===== config.mk =====
export PLATFORM = sky130hd
export DESIGN_NAME = countdown_timer
export DESIGN_NICKNAME = d
export VERILOG_FILES = /design/src/rtl/clock_pkg.sv /design/src/rtl/mod_down_counter.sv /design/src/rtl/countdown_timer.sv
export SDC_FILE = /design/constraint.sdc
export NUM_CORES = 1
export LEC_CHECK = 0
export CORE_ASPECT_RATIO = 0.75
export CORE_MARGIN = 3
export CORE_UTILIZATION = 25
export CTS_BUF_LIST = sky130_fd_sc_hd__clkbuf_8
export CTS_CLUSTER_DIAMETER = 60
export CTS_CLUSTER_SIZE = 10
export DETAILED_ROUTE_END_ITERATION = 6
export PLACE_DENSITY = 0.54
export SLEW_MARGIN = 40
export SYNTH_ARGS = -nofsm -noshare
export SYNTH_HDL_FRONTEND = slang
export SYNTH_SLANG_ARGS = --single-unit

===== constraint.sdc =====
create_clock -name clk_i -period 4.5 [get_ports clk_i]
set_clock_uncertainty 0.1 [all_clocks]
set_input_delay 0.45 -clock clk_i [delete_from_list [all_inputs] [get_ports clk_i]]
set_output_delay 0.45 -clock clk_i [all_outputs]
set_load 0.005 [all_outputs]

===== src/rtl/clock_pkg.sv =====
// Shared constants and state encodings for the digital-clock counter chain.
package clock_pkg;

    localparam logic [5:0] SEC_MAX = 6'd59;
    localparam logic [5:0] MIN_MAX = 6'd59;

    typedef enum logic [1:0] {
        ST_IDLE  = 2'd0,
        ST_RUN   = 2'd1,
        ST_PAUSE = 2'd2,
        ST_DONE  = 2'd3
    } timer_state_e;

    function automatic logic [5:0] clamp6(input logic [5:0] value, input logic [5:0] limit);
        return (value > limit) ? limit : value;
    endfunction

endpackage


===== src/rtl/mod_down_counter.sv =====
// Single 6-bit down-counting digit pair with clear, load and a wrap-to-MAX borrow.
module mod_down_counter #(
    parameter logic [5:0] MAX = 6'd59
) (
    input  logic       clk_i,
    input  logic       rst_ni,
    input  logic       clear_i,
    input  logic       load_i,
    input  logic [5:0] value_i,
    input  logic       enable_i,
    output logic [5:0] count_o,
    output logic       borrow_o
);

    logic [5:0] count_q, count_d;

    always_comb begin
        count_d = count_q;
        if (clear_i) begin
            count_d = 6'd0;
        end else if (load_i) begin
            count_d = value_i;
        end else if (enable_i) begin
            // Compare before decrementing so the 6-bit value never underflows.
            count_d = (count_q == 6'd0) ? MAX : count_q - 6'd1;
        end
    end

    always_ff @(posedge clk_i or negedge rst_ni) begin
        if (!rst_ni) begin
            count_q <= 6'd0;
        end else begin
            count_q <= count_d;
        end
    end

    assign count_o  = count_q;
    assign borrow_o = enable_i && (count_q == 6'd0);

endmodule


===== src/rtl/countdown_timer.sv =====
// mm:ss countdown timer: load/start/pause/clear control, 1 Hz decrement, done pulse and expired level.
module countdown_timer
    import clock_pkg::*;
#(
    parameter logic [5:0] MAX_MIN = clock_pkg::MIN_MAX,
    parameter logic [5:0] SEC_MAX = clock_pkg::SEC_MAX
) (
    input  logic       clk_i,
    input  logic       rst_ni,
    input  logic       tick_i,
    input  logic       clear_i,
    input  logic       load_i,
    input  logic [5:0] load_min_i,
    input  logic [5:0] load_sec_i,
    input  logic       start_i,
    input  logic       pause_i,
    output logic [5:0] min_o,
    output logic [5:0] sec_o,
    output logic [1:0] state_o,
    output logic       running_o,
    output logic       done_o,
    output logic       expired_o
);

    timer_state_e state_q, state_d;
    logic         done_q, done_d;
    logic         cnt_clear, cnt_load, sec_en, min_en;
    logic         sec_borrow, min_borrow;
    logic [5:0]   min_cnt, sec_cnt;
    logic         is_zero, reach_zero;

    assign is_zero    = (min_cnt == 6'd0) && (sec_cnt == 6'd0);
    assign reach_zero = sec_en && (min_cnt == 6'd0) && (sec_cnt == 6'd1);
    // Minutes only borrow while non-zero, so the pair stops at 00:00 instead of wrapping.
    assign min_en     = sec_borrow && (min_cnt != 6'd0);

    always_comb begin
        state_d   = state_q;
        done_d    = 1'b0;
        cnt_clear = 1'b0;
        cnt_load  = 1'b0;
        sec_en    = 1'b0;
        if (clear_i) begin
            cnt_clear = 1'b1;
            state_d   = ST_IDLE;
        end else if (load_i && state_q != ST_RUN) begin
            cnt_load = 1'b1;
            state_d  = ST_IDLE;
        end else if (pause_i && (state_q == ST_RUN || state_q == ST_PAUSE)) begin
            state_d = ST_PAUSE;
        end else if (start_i && (state_q == ST_IDLE || state_q == ST_PAUSE)) begin
            if (!is_zero) begin
                state_d = ST_RUN;
            end
        end else if (tick_i && !load_i && state_q == ST_RUN) begin
            sec_en = 1'b1;
        end
        if (reach_zero || min_borrow) begin
            state_d = ST_DONE;
            done_d  = 1'b1;
        end
    end

    always_ff @(posedge clk_i or negedge rst_ni) begin
        if (!rst_ni) begin
            state_q <= ST_IDLE;
            done_q  <= 1'b0;
        end else begin
            state_q <= state_d;
            done_q  <= done_d;
        end
    end

    mod_down_counter #(.MAX(SEC_MAX)) u_sec (
        .clk_i    (clk_i),
        .rst_ni   (rst_ni),
        .clear_i  (cnt_clear),
        .load_i   (cnt_load),
        .value_i  (clamp6(load_sec_i, SEC_MAX)),
        .enable_i (sec_en),
        .count_o  (sec_cnt),
        .borrow_o (sec_borrow)
    );

    mod_down_counter #(.MAX(MAX_MIN)) u_min (
        .clk_i    (clk_i),
        .rst_ni   (rst_ni),
        .clear_i  (cnt_clear),
        .load_i   (cnt_load),
        .value_i  (clamp6(load_min_i, MAX_MIN)),
        .enable_i (min_en),
        .count_o  (min_cnt),
        .borrow_o (min_borrow)
    );

    assign min_o     = min_cnt;
    assign sec_o     = sec_cnt;
    assign state_o   = state_q;
    assign running_o = (state_q == ST_RUN);
    assign done_o    = done_q;
    assign expired_o = (state_q == ST_DONE);

endmodule

==> impl_metrics.xml, run 1 <==
<?xml version="1.0" encoding="UTF-8"?>
<metrics>
  <group name="synth">
    <metric name="netlist-cell-type-count" unit="">49</metric>
    <metric name="ys_dominant_reg_cell" unit="">sky130_fd_sc_hd__dfrtp_1</metric>
    <metric name="synth_area_per_inst" unit="um^2">8.74</metric>
    <metric name="synth_enable_flop_cells" unit="">0</metric>
    <metric name="async_reset_ff_frac" unit="">1.00</metric>
    <metric name="ys_ff_latch" unit="">15</metric>
    <metric name="yosysWarnings" unit="">0</metric>
    <metric name="synthCells" unit="">138</metric>
    <metric name="synth.top_cells.by_area" unit="">sky130_fd_sc_hd__dfrtp_1, sky130_fd_sc_hd__ha_1, sky130_fd_sc_hd__a21oi_1, sky130_fd_sc_hd__inv_1, sky130_fd_sc_hd__nor2_1</metric>
    <metric name="post-synth-top-area-fraction" unit="">0.311</metric>
    <metric name="post-synth-top-area-cell" unit="">sky130_fd_sc_hd__dfrtp_1</metric>
    <metric name="synth-seq-area-share" unit="">0.311</metric>
    <metric name="synth.cell_area" unit="mm^2">0.00121</metric>
    <metric name="postSynthNetCount" unit="">166</metric>
  </group>
  <group name="cts">
    <metric name="clk_transition_reported_paths" unit="ps">60</metric>
    <metric name="cell_at_the_root_of_the_clock_tree" unit="">sky130_fd_sc_hd__clkbuf_8</metric>
    <metric name="postCtsSetupRepairBufs" unit="">0</metric>
    <metric name="tritoncts.num_buffers" unit="">3</metric>
    <metric name="cts_hold_repair.buffers" unit="">0</metric>
    <metric name="clock_insertion_delay_worst_skew" unit="ps">250</metric>
    <metric name="clk_path_buf_depth" unit="">2</metric>
    <metric name="cts-resized-gates" unit="">0</metric>
    <metric name="cts_tree" unit="">built</metric>
    <metric name="cts_htree_levels" unit="">1</metric>
    <metric name="cts.sink_count" unit="">15</metric>
  </group>
  <group name="cells_and_area">
    <metric name="layout.filler_cells" unit="">481</metric>
    <metric name="multiInputGateArea" unit="um^2">774</metric>
    <metric name="drive_gt1_frac" unit="">0.0690</metric>
    <metric name="leading_cell_type_in_the_layout_fill_and_taps_excluded" unit="">sky130_fd_sc_hd__clkdlybuf4s50_1</metric>
    <metric name="areaGrowthSynthToFinish" unit="%">38.1</metric>
    <metric name="antenna-diode-count" unit="">0</metric>
    <metric name="layout.cells.most_common_list" unit="">sky130_fd_sc_hd__clkdlybuf4s50_1, sky130_fd_sc_hd__dfrtp_1, sky130_fd_sc_hd__inv_1</metric>
    <metric name="postLayoutCellArea" unit="mm^2">0.00167</metric>
    <metric name="sequential_cell_area" unit="um^2">375</metric>
    <metric name="final_net_count" unit="">203</metric>
    <metric name="final_util" unit="">0.366</metric>
  </group>
  <group name="placement">
    <metric name="globalplace.congestion" unit="">0.898</metric>
    <metric name="port-buffer-count" unit="">35</metric>
    <metric name="dpl_cell_area" unit="mm^2">0.00162</metric>
    <metric name="place.detailed.hpwl" unit="um">2850</metric>
  </group>
  <group name="detailed_routing">
    <metric name="routedWlPerCell" unit="um">15.9</metric>
    <metric name="finalWirelength" unit="um">3680</metric>
    <metric name="detail_route.first_pass.iterations" unit="">4</metric>
    <metric name="ant_nets" unit="">0</metric>
    <metric name="route.detailed.drc" unit="">0</metric>
    <metric name="detail_route.iter0.violations" unit="">111</metric>
    <metric name="drt-vias-per-instance" unit="">5.36</metric>
    <metric name="vias" unit="">1238</metric>
  </group>
  <group name="floorplan">
    <metric name="floorplan.die_area" unit="mm^2">0.00570</metric>
    <metric name="start_util" unit="">0.265</metric>
    <metric name="dieHeight" unit="um">66.2</metric>
    <metric name="io-pin-count" unit="">36</metric>
    <metric name="floorplan.die.width" unit="um">86.2</metric>
    <metric name="core_area" unit="mm^2">0.00455</metric>
    <metric name="row_cnt" unit="">21</metric>
  </group>
  <group name="power_and_ir_drop">
    <metric name="total_switching_power" unit="W">0.000186</metric>
    <metric name="seqPwrFrac" unit="">0.363</metric>
    <metric name="peakVddDrop" unit="uV">120</metric>
    <metric name="p_int" unit="W">0.000317</metric>
    <metric name="power.density" unit="mW/mm^2">302</metric>
    <metric name="clock_power_share" unit="">0.220</metric>
    <metric name="switching_share" unit="">0.369</metric>
    <metric name="static-leakage-power" unit="nW">0.649</metric>
    <metric name="comb_power_share" unit="">0.416</metric>
  </group>
  <group name="worst_setup_path">
    <metric name="worst-endpoint-required" unit="ps">4550</metric>
    <metric name="setup.worst_path.start_class" unit="">input pin</metric>
    <metric name="crit_path_end_kind" unit="">flop</metric>
    <metric name="worst-endpoint-arrival" unit="ps">2530</metric>
    <metric name="criticalPathCategory" unit="">input pin to flop</metric>
    <metric name="worst-path-max-fanout" unit="">16</metric>
    <metric name="ff2ff_setup_slack" unit="ps">2260</metric>
  </group>
  <group name="grt">
    <metric name="via_count_of_the_first_global_routing_pass" unit="">1254</metric>
    <metric name="grt_pass1_wl" unit="um">6150</metric>
    <metric name="track_usage" unit="">0.139</metric>
    <metric name="grt_start_max_net_pins" unit="">17</metric>
    <metric name="number_of_antenna_violations_at_the_first_check_in_global_routing" unit="">0</metric>
    <metric name="global_route.overflow_total" unit="">0</metric>
  </group>
  <group name="timing">
    <metric name="finalSetupViolations" unit="">0</metric>
    <metric name="hold_viol_final" unit="">0</metric>
    <metric name="worst_slew_margin_rel" unit="">0.537</metric>
    <metric name="transition_time_of_the_tightest_slew_check_pin" unit="ps">692</metric>
    <metric name="totalNegativeSetupSlack" unit="ps">0</metric>
    <metric name="fin_crit_sh" unit="">0.552</metric>
    <metric name="final_period_minus_worst_setup_slack" unit="ps">2480</metric>
    <metric name="slew_viol_final" unit="">0</metric>
    <metric name="setup_repair_after_global_routing_missed_its_margin" unit="">false</metric>
    <metric name="max_freq" unit="MHz">403</metric>
  </group>
  <group name="run">
    <metric name="max-cap-violations" unit="">0</metric>
  </group>
  <group name="min_path">
    <metric name="worst_hold_path_class" unit="">flop to flop</metric>
  </group>
  <group name="status">
    <metric name="run_status" unit="">finished clean</metric>
  </group>
</metrics>
==> power groups by stage <==
stage	logic (W)	registers, W	clock network, W
after floorplan	0.000120	0.000181	0
after global placement	0.000207	0.000184	0
after detailed placement	0.000208	0.000185	0
after CTS	0.000210	0.000183	0.000115
after global routing	0.000232	0.000188	0.000123
final	0.000209	0.000183	0.000111
==> sequential cells by signal, indices dropped and copies added, names as in the netlist <==
register,cells
done_o,1
state_o,2
u_min.count_o,6
u_sec.count_o,6
==> path summary, 6_finish.rpt <==
path | end | startpoint | depth (start not counted)
worst min-delay path | u_sec.count_o[1]$_DFFE_PN0P_ | u_sec.count_o[1]$_DFFE_PN0P_ | 2
max in group asynchronous | u_sec.count_o[0]$_DFFE_PN0P_ | rst_ni | 1
worst max-delay path | u_min.count_o[4]$_DFFE_PN0P_ | clear_i | 5
min in group asynchronous | u_min.count_o[2]$_DFFE_PN0P_ | rst_ni | 1
worst min register to register | u_sec.count_o[1]$_DFFE_PN0P_ | u_sec.count_o[1]$_DFFE_PN0P_ | 2
worst max register to register | u_min.count_o[4]$_DFFE_PN0P_ | state_o[0]$_DFFE_PN0P_ | 6
==> through the flow <==
| step | instances | worst slack (ps) | hold WS (ps) | power [W] |
|---|---|---|---|---|
| final | 231 | 2020 | 479 | 0.000503 |
| after CTS | 231 | 2020 | 479 | 0.000507 |
| after global routing | 231 | 1940 | 550 | 0.000543 |
| after floorplan | 138 | 2450 | 54.4 | 0.000300 |
| after global placement | 227 | 1820 | 451 | 0.000391 |
| after detailed placement | 227 | 1760 | 465 | 0.000393 |
==> cell type report <==
type / count / share of cell area
sequential: 15 / 0.225
inverter: 11 / 0.0248
clock buffer: 3 / 0.0248
timing repair buffer: 36 / 0.215
clock inverter: 1 / 0.00225
tap: 57 / 0.0428
multi-input combinational: 108 / 0.465
==> cell usage after synthesis (2+ instances only) <==
cell type,count
sky130_fd_sc_hd__ha_1,9
sky130_fd_sc_hd__nor2b_1,2
sky130_fd_sc_hd__nor3_1,2
sky130_fd_sc_hd__a311oi_1,3
sky130_fd_sc_hd__inv_1,11
sky130_fd_sc_hd__or3_1,3
sky130_fd_sc_hd__a211oi_1,2
sky130_fd_sc_hd__nand4_1,4
sky130_fd_sc_hd__o21a_1,2
sky130_fd_sc_hd__o31ai_1,3
sky130_fd_sc_hd__o21ai_0,8
sky130_fd_sc_hd__nand3_1,6
sky130_fd_sc_hd__a31oi_1,3
sky130_fd_sc_hd__nand2_1,7
sky130_fd_sc_hd__nand2b_1,2
sky130_fd_sc_hd__dfrtp_1,15
sky130_fd_sc_hd__a21oi_1,9
sky130_fd_sc_hd__nor2_1,11
sky130_fd_sc_hd__o22a_1,3
sky130_fd_sc_hd__clkbuf_1,4
==> cells by family after synthesis <==
group	synth area share
flip-flops	0.311
AND/OR/NAND/NOR	0.256
buffers and inverters	0.0467
adder cells (fa/ha/maj)	0.0934
AO/OA/AOI/OAI	0.293
==> worst max-delay path, stage by stage <==
cell	delay (ps)
sky130_fd_sc_hd__clkdlybuf4s50_1	720
sky130_fd_sc_hd__and4bb_4	490
sky130_fd_sc_hd__nand3_4	130
sky130_fd_sc_hd__o41a_1	460
sky130_fd_sc_hd__a2111oi_2	270
==> metal layers <==
layer	part of all wire	global-route usage	routed length, um	vias up
li1	-	-	-	602
met1	0.48	0.194	1780	580
met2	0.42	0.200	1540	50
met3	0.085	0.0461	311	6
met4	0.014	0.0428	53	0
met5	0	0	0	-
Note: power is estimated with default switching activity, not from simulation.
==> inputs of run 2 (changes only) <==
- clock period: 4.5 -> 2.49 ns (I/O delays scaled with it)
==> run 2 against run 1 <==
Effect of this change: register-to-register slack lost 2000 ps; final cell count grew 1.3%; design area grew 1.2%; global-route usage shrank 0.30 points; non-clock buffer count grew 3; flip-flop and latch count is the same; worst setup slack lost 1800 ps; combinational power grew 84%; hold slack lost 140 ps; clock power grew 77%; critical path type is now flop to flop.
==> impl_metrics.xml, run 2 (synthesis gave the netlist of run 1 again) <==
<?xml version="1.0" encoding="UTF-8"?>
<metrics>
  <group name="cells_and_area">
    <metric name="final_util" unit="">0.371</metric>
    <metric name="layout.cells.most_common_list" unit="">sky130_fd_sc_hd__clkdlybuf4s50_1, sky130_fd_sc_hd__dfrtp_1, sky130_fd_sc_hd__inv_1</metric>
    <metric name="final_net_count" unit="">206</metric>
    <metric name="antenna-diode-count" unit="">0</metric>
    <metric name="drive_gt1_frac" unit="">0.0847</metric>
    <metric name="layout.filler_cells" unit="">465</metric>
    <metric name="leading_cell_type_in_the_layout_fill_and_taps_excluded" unit="">sky130_fd_sc_hd__clkdlybuf4s50_1</metric>
    <metric name="areaGrowthSynthToFinish" unit="%">39.7</metric>
  </group>
  <group name="worst_setup_path">
    <metric name="setup.worst_path.start_class" unit="">flop</metric>
    <metric name="cpMaxStageDelayCell" unit="">sky130_fd_sc_hd__o41a_1</metric>
    <metric name="timing.reg2reg.worst_path_depth" unit="">6</metric>
    <metric name="crit_path_end_kind" unit="">flop</metric>
    <metric name="worst-path-max-fanout" unit="">10</metric>
    <metric name="worst-endpoint-required" unit="ps">2540</metric>
    <metric name="r2r_end" unit="">u_min.count_o[4]$_DFFE_PN0P_</metric>
    <metric name="cp_slowest_stage_delay" unit="ps">460</metric>
    <metric name="worst-endpoint-arrival" unit="ps">2310</metric>
    <metric name="ff2ff_setup_slack" unit="ps">230</metric>
    <metric name="criticalPathCategory" unit="">flop to flop</metric>
    <metric name="timing.critical_path.cells" unit="">inv_1 -&gt; ha_1 -&gt; o21ai_1 -&gt; nand3_4 -&gt; o41a_1 -&gt; a2111oi_2</metric>
    <metric name="worstReg2RegStart" unit="">state_o[0]$_DFFE_PN0P_</metric>
  </group>
  <group name="cts">
    <metric name="clock_insertion_delay_worst_skew" unit="ps">250</metric>
    <metric name="cts_htree_levels" unit="">1</metric>
    <metric name="clk_path_buf_depth" unit="">2</metric>
    <metric name="cts_tree" unit="">built</metric>
    <metric name="cell_at_the_root_of_the_clock_tree" unit="">sky130_fd_sc_hd__clkbuf_8</metric>
    <metric name="cts-resized-gates" unit="">0</metric>
    <metric name="clk_transition_reported_paths" unit="ps">60</metric>
    <metric name="tritoncts.num_buffers" unit="">3</metric>
    <metric name="cts.sink_count" unit="">15</metric>
  </group>
  <group name="power_and_ir_drop">
    <metric name="total_switching_power" unit="W">0.000334</metric>
    <metric name="seqPwrFrac" unit="">0.363</metric>
    <metric name="power.density" unit="mW/mm^2">540</metric>
    <metric name="switching_share" unit="">0.367</metric>
    <metric name="comb_power_share" unit="">0.422</metric>
    <metric name="clock_power_share" unit="">0.216</metric>
    <metric name="static-leakage-power" unit="nW">0.663</metric>
    <metric name="peakVddDrop" unit="uV">163</metric>
    <metric name="p_int" unit="W">0.000576</metric>
  </group>
  <group name="timing">
    <metric name="final_period_minus_worst_setup_slack" unit="ps">2260</metric>
    <metric name="worst_slew_margin_rel" unit="">0.590</metric>
    <metric name="slew_viol_final" unit="">0</metric>
    <metric name="setup_repair_after_global_routing_missed_its_margin" unit="">false</metric>
    <metric name="fin_crit_sh" unit="">0.909</metric>
    <metric name="hold_viol_final" unit="">0</metric>
    <metric name="max_freq" unit="MHz">442</metric>
    <metric name="finalSetupViolations" unit="">0</metric>
    <metric name="totalNegativeSetupSlack" unit="ps">0</metric>
    <metric name="transition_time_of_the_tightest_slew_check_pin" unit="ps">610</metric>
  </group>
  <group name="grt">
    <metric name="via_count_of_the_first_global_routing_pass" unit="">1198</metric>
    <metric name="track_usage" unit="">0.136</metric>
    <metric name="number_of_antenna_violations_at_the_first_check_in_global_routing" unit="">0</metric>
    <metric name="grt_pass1_wl" unit="um">5980</metric>
    <metric name="grt_start_max_net_pins" unit="">16</metric>
    <metric name="global_route.overflow_total" unit="">0</metric>
  </group>
  <group name="detailed_routing">
    <metric name="ant_nets" unit="">0</metric>
    <metric name="drt-vias-per-instance" unit="">5.27</metric>
    <metric name="detail_route.iter0.violations" unit="">87</metric>
    <metric name="route.detailed.drc" unit="">0</metric>
    <metric name="finalWirelength" unit="um">3700</metric>
    <metric name="routedWlPerCell" unit="um">15.8</metric>
    <metric name="detail_route.first_pass.iterations" unit="">4</metric>
    <metric name="vias" unit="">1233</metric>
  </group>
  <group name="status">
    <metric name="run_status" unit="">finished clean</metric>
  </group>
  <group name="floorplan">
    <metric name="row_cnt" unit="">21</metric>
    <metric name="io-pin-count" unit="">36</metric>
    <metric name="floorplan.die.width" unit="um">86.2</metric>
    <metric name="start_util" unit="">0.265</metric>
    <metric name="floorplan.die_area" unit="mm^2">0.00570</metric>
    <metric name="dieHeight" unit="um">66.2</metric>
    <metric name="core_area" unit="mm^2">0.00455</metric>
  </group>
  <group name="placement">
    <metric name="globalplace.congestion" unit="">0.893</metric>
    <metric name="port-buffer-count" unit="">35</metric>
    <metric name="place.detailed.hpwl" unit="um">2850</metric>
  </group>
  <group name="run">
    <metric name="max-cap-violations" unit="">0</metric>
  </group>
  <group name="min_path">
    <metric name="worst_hold_path_class" unit="">input pin to asynchronous set/reset pin</metric>
  </group>
</metrics>
run 2: power groups by stage:
stage / sequential [W] / combinational (W) / clock [W]
after floorplan: 0.000327 / 0.000216 / 0
after global placement: 0.000333 / 0.000380 / 0
after detailed placement: 0.000334 / 0.000383 / 0
after CTS: 0.000331 / 0.000385 / 0.000204
after global routing: 0.000340 / 0.000426 / 0.000212
final: 0.000330 / 0.000384 / 0.000196
run 2: repair_timing:
item                                    in CTS  in global routing
buffers inserted                             0                  0
hold buffers                                 0                  1
endpoints found under the hold margin        0                 15
endpoints found under the setup margin       0                  0
run 2: through the flow:
step                      cells  hold slack [ps]  instance area [um^2]  power, W  setup slack, ps
after floorplan             138             -147                  1210  0.000543              441
after global placement      229              491                  1640  0.000713              348
after detailed placement    229              496                  1640  0.000717              253
after CTS                   233              366                  1680  0.000919              232
after global routing        234              380                  1690  0.000978             39.6
final                       234              341                  1690  0.000910              226
run 2: area by class of cell:
cell class,count,area [um^2],share of cell area
Timing Repair Buffer,39,378,0.224
Inverter,11,41.3,0.0245
Sequential cell,15,375,0.223
Clock buffer,3,41.3,0.0245
Multi-Input combinational cell,108,774,0.460
Tap cell,57,71.3,0.0423
Clock inverter,1,3.75,0.00223
run 2: critical path: cells and delay by family (launching register included):
| family | cells | cell delay (ps) |
|---|---|---|
| flops | 1 | 420 |
| fa+ha+maj | 1 | 210 |
| compound gates | 3 | 1140 |
| buf+inv | 1 | 90 |
| simple gates | 1 | 200 |
run 2: routing by layer:
layer | part of all wire | vias to the layer above | track usage
li1 | - | 604 | -
met1 | 0.49 | 578 | 0.192
met5 | 0 | - | 0
met4 | 0.0054 | 0 | 0.0292
met3 | 0.075 | 2 | 0.0399
met2 | 0.43 | 49 | 0.203
run 2: worst max-delay path by stage:
stage | start | end | slack (ps)
final | state_o[0]$_DFFE_PN0P_ | u_min.count_o[4]$_DFFE_PN0P_ | 230
after global routing | state_o[0]$_DFFE_PN0P_ | u_min.count_o[4]$_DFFE_PN0P_ | 40
after CTS | state_o[0]$_DFFE_PN0P_ | u_min.count_o[4]$_DFFE_PN0P_ | 230
after detailed placement | state_o[0]$_DFFE_PN0P_ | u_min.count_o[4]$_DFFE_PN0P_ | 250
after global placement | load_i | u_min.count_o[4]$_DFFE_PN0P_ | 350
after floorplan | state_o[0]$_DFFE_PN0P_ | u_min.count_o[4]$_DFFE_PN0P_ | 440
==> inputs of run 3 (changes only) <==
- CORE_MARGIN: 3 -> 2
==> run 3 against run 2 <==
Effect of this change: clock power is 6% higher; largest cell class unchanged; combinational power hardly changed; design area hardly changed; critical path type unchanged; highest routed layer unchanged; first-iteration DRC count is 66% higher.
==> impl_metrics.xml, run 3 (synthesis gave the netlist of run 1 again) <==
<?xml version="1.0" encoding="UTF-8"?>
<metrics>
  <group name="grt">
    <metric name="grt_pass1_wl" unit="um">6080</metric>
    <metric name="via_count_of_the_first_global_routing_pass" unit="">1223</metric>
    <metric name="track_usage" unit="">0.141</metric>
    <metric name="grt_start_max_net_pins" unit="">16</metric>
    <metric name="number_of_antenna_violations_at_the_first_check_in_global_routing" unit="">0</metric>
    <metric name="global_route.overflow_total" unit="">0</metric>
  </group>
  <group name="worst_setup_path">
    <metric name="worst_setup_path_startpoint" unit="">state_o[0]$_DFFE_PN0P_</metric>
    <metric name="worstReg2RegStart" unit="">state_o[0]$_DFFE_PN0P_</metric>
    <metric name="worst-endpoint-arrival" unit="ps">2300</metric>
    <metric name="worst-path-max-fanout" unit="">10</metric>
    <metric name="setup.worst_path.start_class" unit="">flop</metric>
    <metric name="worst-endpoint-required" unit="ps">2550</metric>
    <metric name="crit_path_end_kind" unit="">flop</metric>
    <metric name="criticalPathCategory" unit="">flop to flop</metric>
  </group>
  <group name="min_path">
    <metric name="worst_hold_path_class" unit="">input pin to asynchronous set/reset pin</metric>
  </group>
  <group name="status">
    <metric name="run_status" unit="">finished clean</metric>
  </group>
  <group name="cells_and_area">
    <metric name="antenna-diode-count" unit="">0</metric>
    <metric name="drive_gt1_frac" unit="">0.0904</metric>
    <metric name="areaGrowthSynthToFinish" unit="%">39.8</metric>
    <metric name="layout.cells.most_common_list" unit="">sky130_fd_sc_hd__clkdlybuf4s50_1, sky130_fd_sc_hd__dfrtp_1, sky130_fd_sc_hd__inv_1, sky130_fd_sc_hd__nor2_1</metric>
    <metric name="leading_cell_type_in_the_layout_fill_and_taps_excluded" unit="">sky130_fd_sc_hd__clkdlybuf4s50_1</metric>
    <metric name="layout.filler_cells" unit="">481</metric>
    <metric name="final_net_count" unit="">206</metric>
  </group>
  <group name="timing">
    <metric name="max_freq" unit="MHz">446</metric>
    <metric name="slew_viol_final" unit="">0</metric>
    <metric name="final_period_minus_worst_setup_slack" unit="ps">2240</metric>
    <metric name="finalSetupViolations" unit="">0</metric>
    <metric name="totalNegativeSetupSlack" unit="ps">0</metric>
    <metric name="worst_slew_margin_rel" unit="">0.613</metric>
    <metric name="fin_crit_sh" unit="">0.900</metric>
    <metric name="hold_viol_final" unit="">0</metric>
    <metric name="transition_time_of_the_tightest_slew_check_pin" unit="ps">576</metric>
    <metric name="setup_repair_after_global_routing_missed_its_margin" unit="">false</metric>
    <metric name="worst_slack_on_hold_paths" unit="ps">335</metric>
  </group>
  <group name="power_and_ir_drop">
    <metric name="power.density" unit="mW/mm^2">546</metric>
    <metric name="static-leakage-power" unit="nW">0.661</metric>
    <metric name="peakVddDrop" unit="uV">175</metric>
  </group>
  <group name="floorplan">
    <metric name="io-pin-count" unit="">36</metric>
    <metric name="core_area" unit="mm^2">0.00455</metric>
    <metric name="floorplan.die_area" unit="mm^2">0.00540</metric>
    <metric name="dieHeight" unit="um">64.2</metric>
    <metric name="floorplan.die.width" unit="um">84.2</metric>
    <metric name="start_util" unit="">0.265</metric>
    <metric name="row_cnt" unit="">21</metric>
  </group>
  <group name="detailed_routing">
    <metric name="detail_route.first_pass.iterations" unit="">4</metric>
    <metric name="finalWirelength" unit="um">3720</metric>
    <metric name="detail_route.iter0.violations" unit="">144</metric>
    <metric name="drt-vias-per-instance" unit="">5.25</metric>
    <metric name="routedWlPerCell" unit="um">15.9</metric>
    <metric name="ant_nets" unit="">0</metric>
    <metric name="vias" unit="">1229</metric>
    <metric name="route.detailed.drc" unit="">0</metric>
  </group>
  <group name="cts">
    <metric name="cts_hold_repair.buffers" unit="">0</metric>
    <metric name="postCtsSetupRepairBufs" unit="">0</metric>
    <metric name="tritoncts.num_buffers" unit="">3</metric>
    <metric name="cell_at_the_root_of_the_clock_tree" unit="">sky130_fd_sc_hd__clkbuf_8</metric>
    <metric name="clk_transition_reported_paths" unit="ps">70</metric>
    <metric name="cts-resized-gates" unit="">0</metric>
    <metric name="cts_htree_levels" unit="">1</metric>
    <metric name="clock_insertion_delay_worst_skew" unit="ps">260</metric>
    <metric name="cts.sink_count" unit="">15</metric>
    <metric name="cts_tree" unit="">built</metric>
    <metric name="clk_path_buf_depth" unit="">2</metric>
  </group>
  <group name="placement">
    <metric name="port-buffer-count" unit="">35</metric>
    <metric name="place.detailed.hpwl" unit="um">2790</metric>
    <metric name="globalplace.congestion" unit="">0.806</metric>
  </group>
  <group name="run">
    <metric name="max-cap-violations" unit="">0</metric>
  </group>
</metrics>
## run 3: cell types whose count changed in the layout (fill, tap and decap cells not counted), sizes merged
cell	before	now
inv	12	11
clkinv	0	1
## run 3: final cells by class
| type | count | area, um^2 | area share |
|---|---|---|---|
| multi-input cells | 108 | 774 | 0.459 |
| repair buffers | 39 | 378 | 0.224 |
| flip-flops and latches | 15 | 375 | 0.223 |
| well taps | 57 | 71.3 | 0.0423 |
| clock buffers | 3 | 41.3 | 0.0245 |
| inverters | 11 | 41.3 | 0.0245 |
| clock inverters | 1 | 5.00 | 0.00297 |
## run 3: report_power, final
group          leakage [nW]  switching, W  internal [W]  total (W)
registers             0.197     0.0000539      0.000276   0.000330
clock network        0.0255     0.0000972      0.000111   0.000208
logic                 0.439      0.000191      0.000191   0.000382
## run 3: critical path, stage by stage, from the launching register on
cell and delay (ps):
sky130_fd_sc_hd__dfrtp_1 430, sky130_fd_sc_hd__inv_1 90, sky130_fd_sc_hd__ha_1 220, sky130_fd_sc_hd__o21ai_1 390
sky130_fd_sc_hd__nand3_4 190, sky130_fd_sc_hd__o41a_1 460, sky130_fd_sc_hd__a2111oi_2 260
## run 3: final timing paths
kind / to / slack, ps / cells after the start
min in group clk_i: u_sec.count_o[1]$_DFFE_PN0P_ / 480 / 2
worst max-delay path: u_min.count_o[4]$_DFFE_PN0P_ / 250 / 6
worst min register to register: u_sec.count_o[1]$_DFFE_PN0P_ / 480 / 2
worst min-delay path: u_min.count_o[1]$_DFFE_PN0P_ / 340 / 2
max in group asynchronous: done_o$_DFF_PN0_ / 1670 / 2
worst max register to register: u_min.count_o[4]$_DFFE_PN0P_ / 250 / 6
## run 3: stage by stage
stage          total power [W]  cells  setup slack (ps)  instance area (um^2)  utilization
6_report              0.000920    234               249                  1690        0.371
5_1_grt               0.000986    234               125                  1690        0.371
4_1_cts               0.000928    233               259                  1680        0.370
3_5_place_dp          0.000714    229               277                  1640        0.360
3_3_place_gp          0.000712    229               347                  1640        0.360
2_1_floorplan         0.000543    138               441                  1210            -
## run 3: per-layer routing
metal  share of wire  up-vias  track usage  wire length (um)
met5               0        -            0                 0
met4           0.017        0       0.0403                63
met3           0.068        6       0.0426               252
met2            0.42       42        0.208              1570
met1            0.49      577        0.198              1830
li1                -      604            -                 -
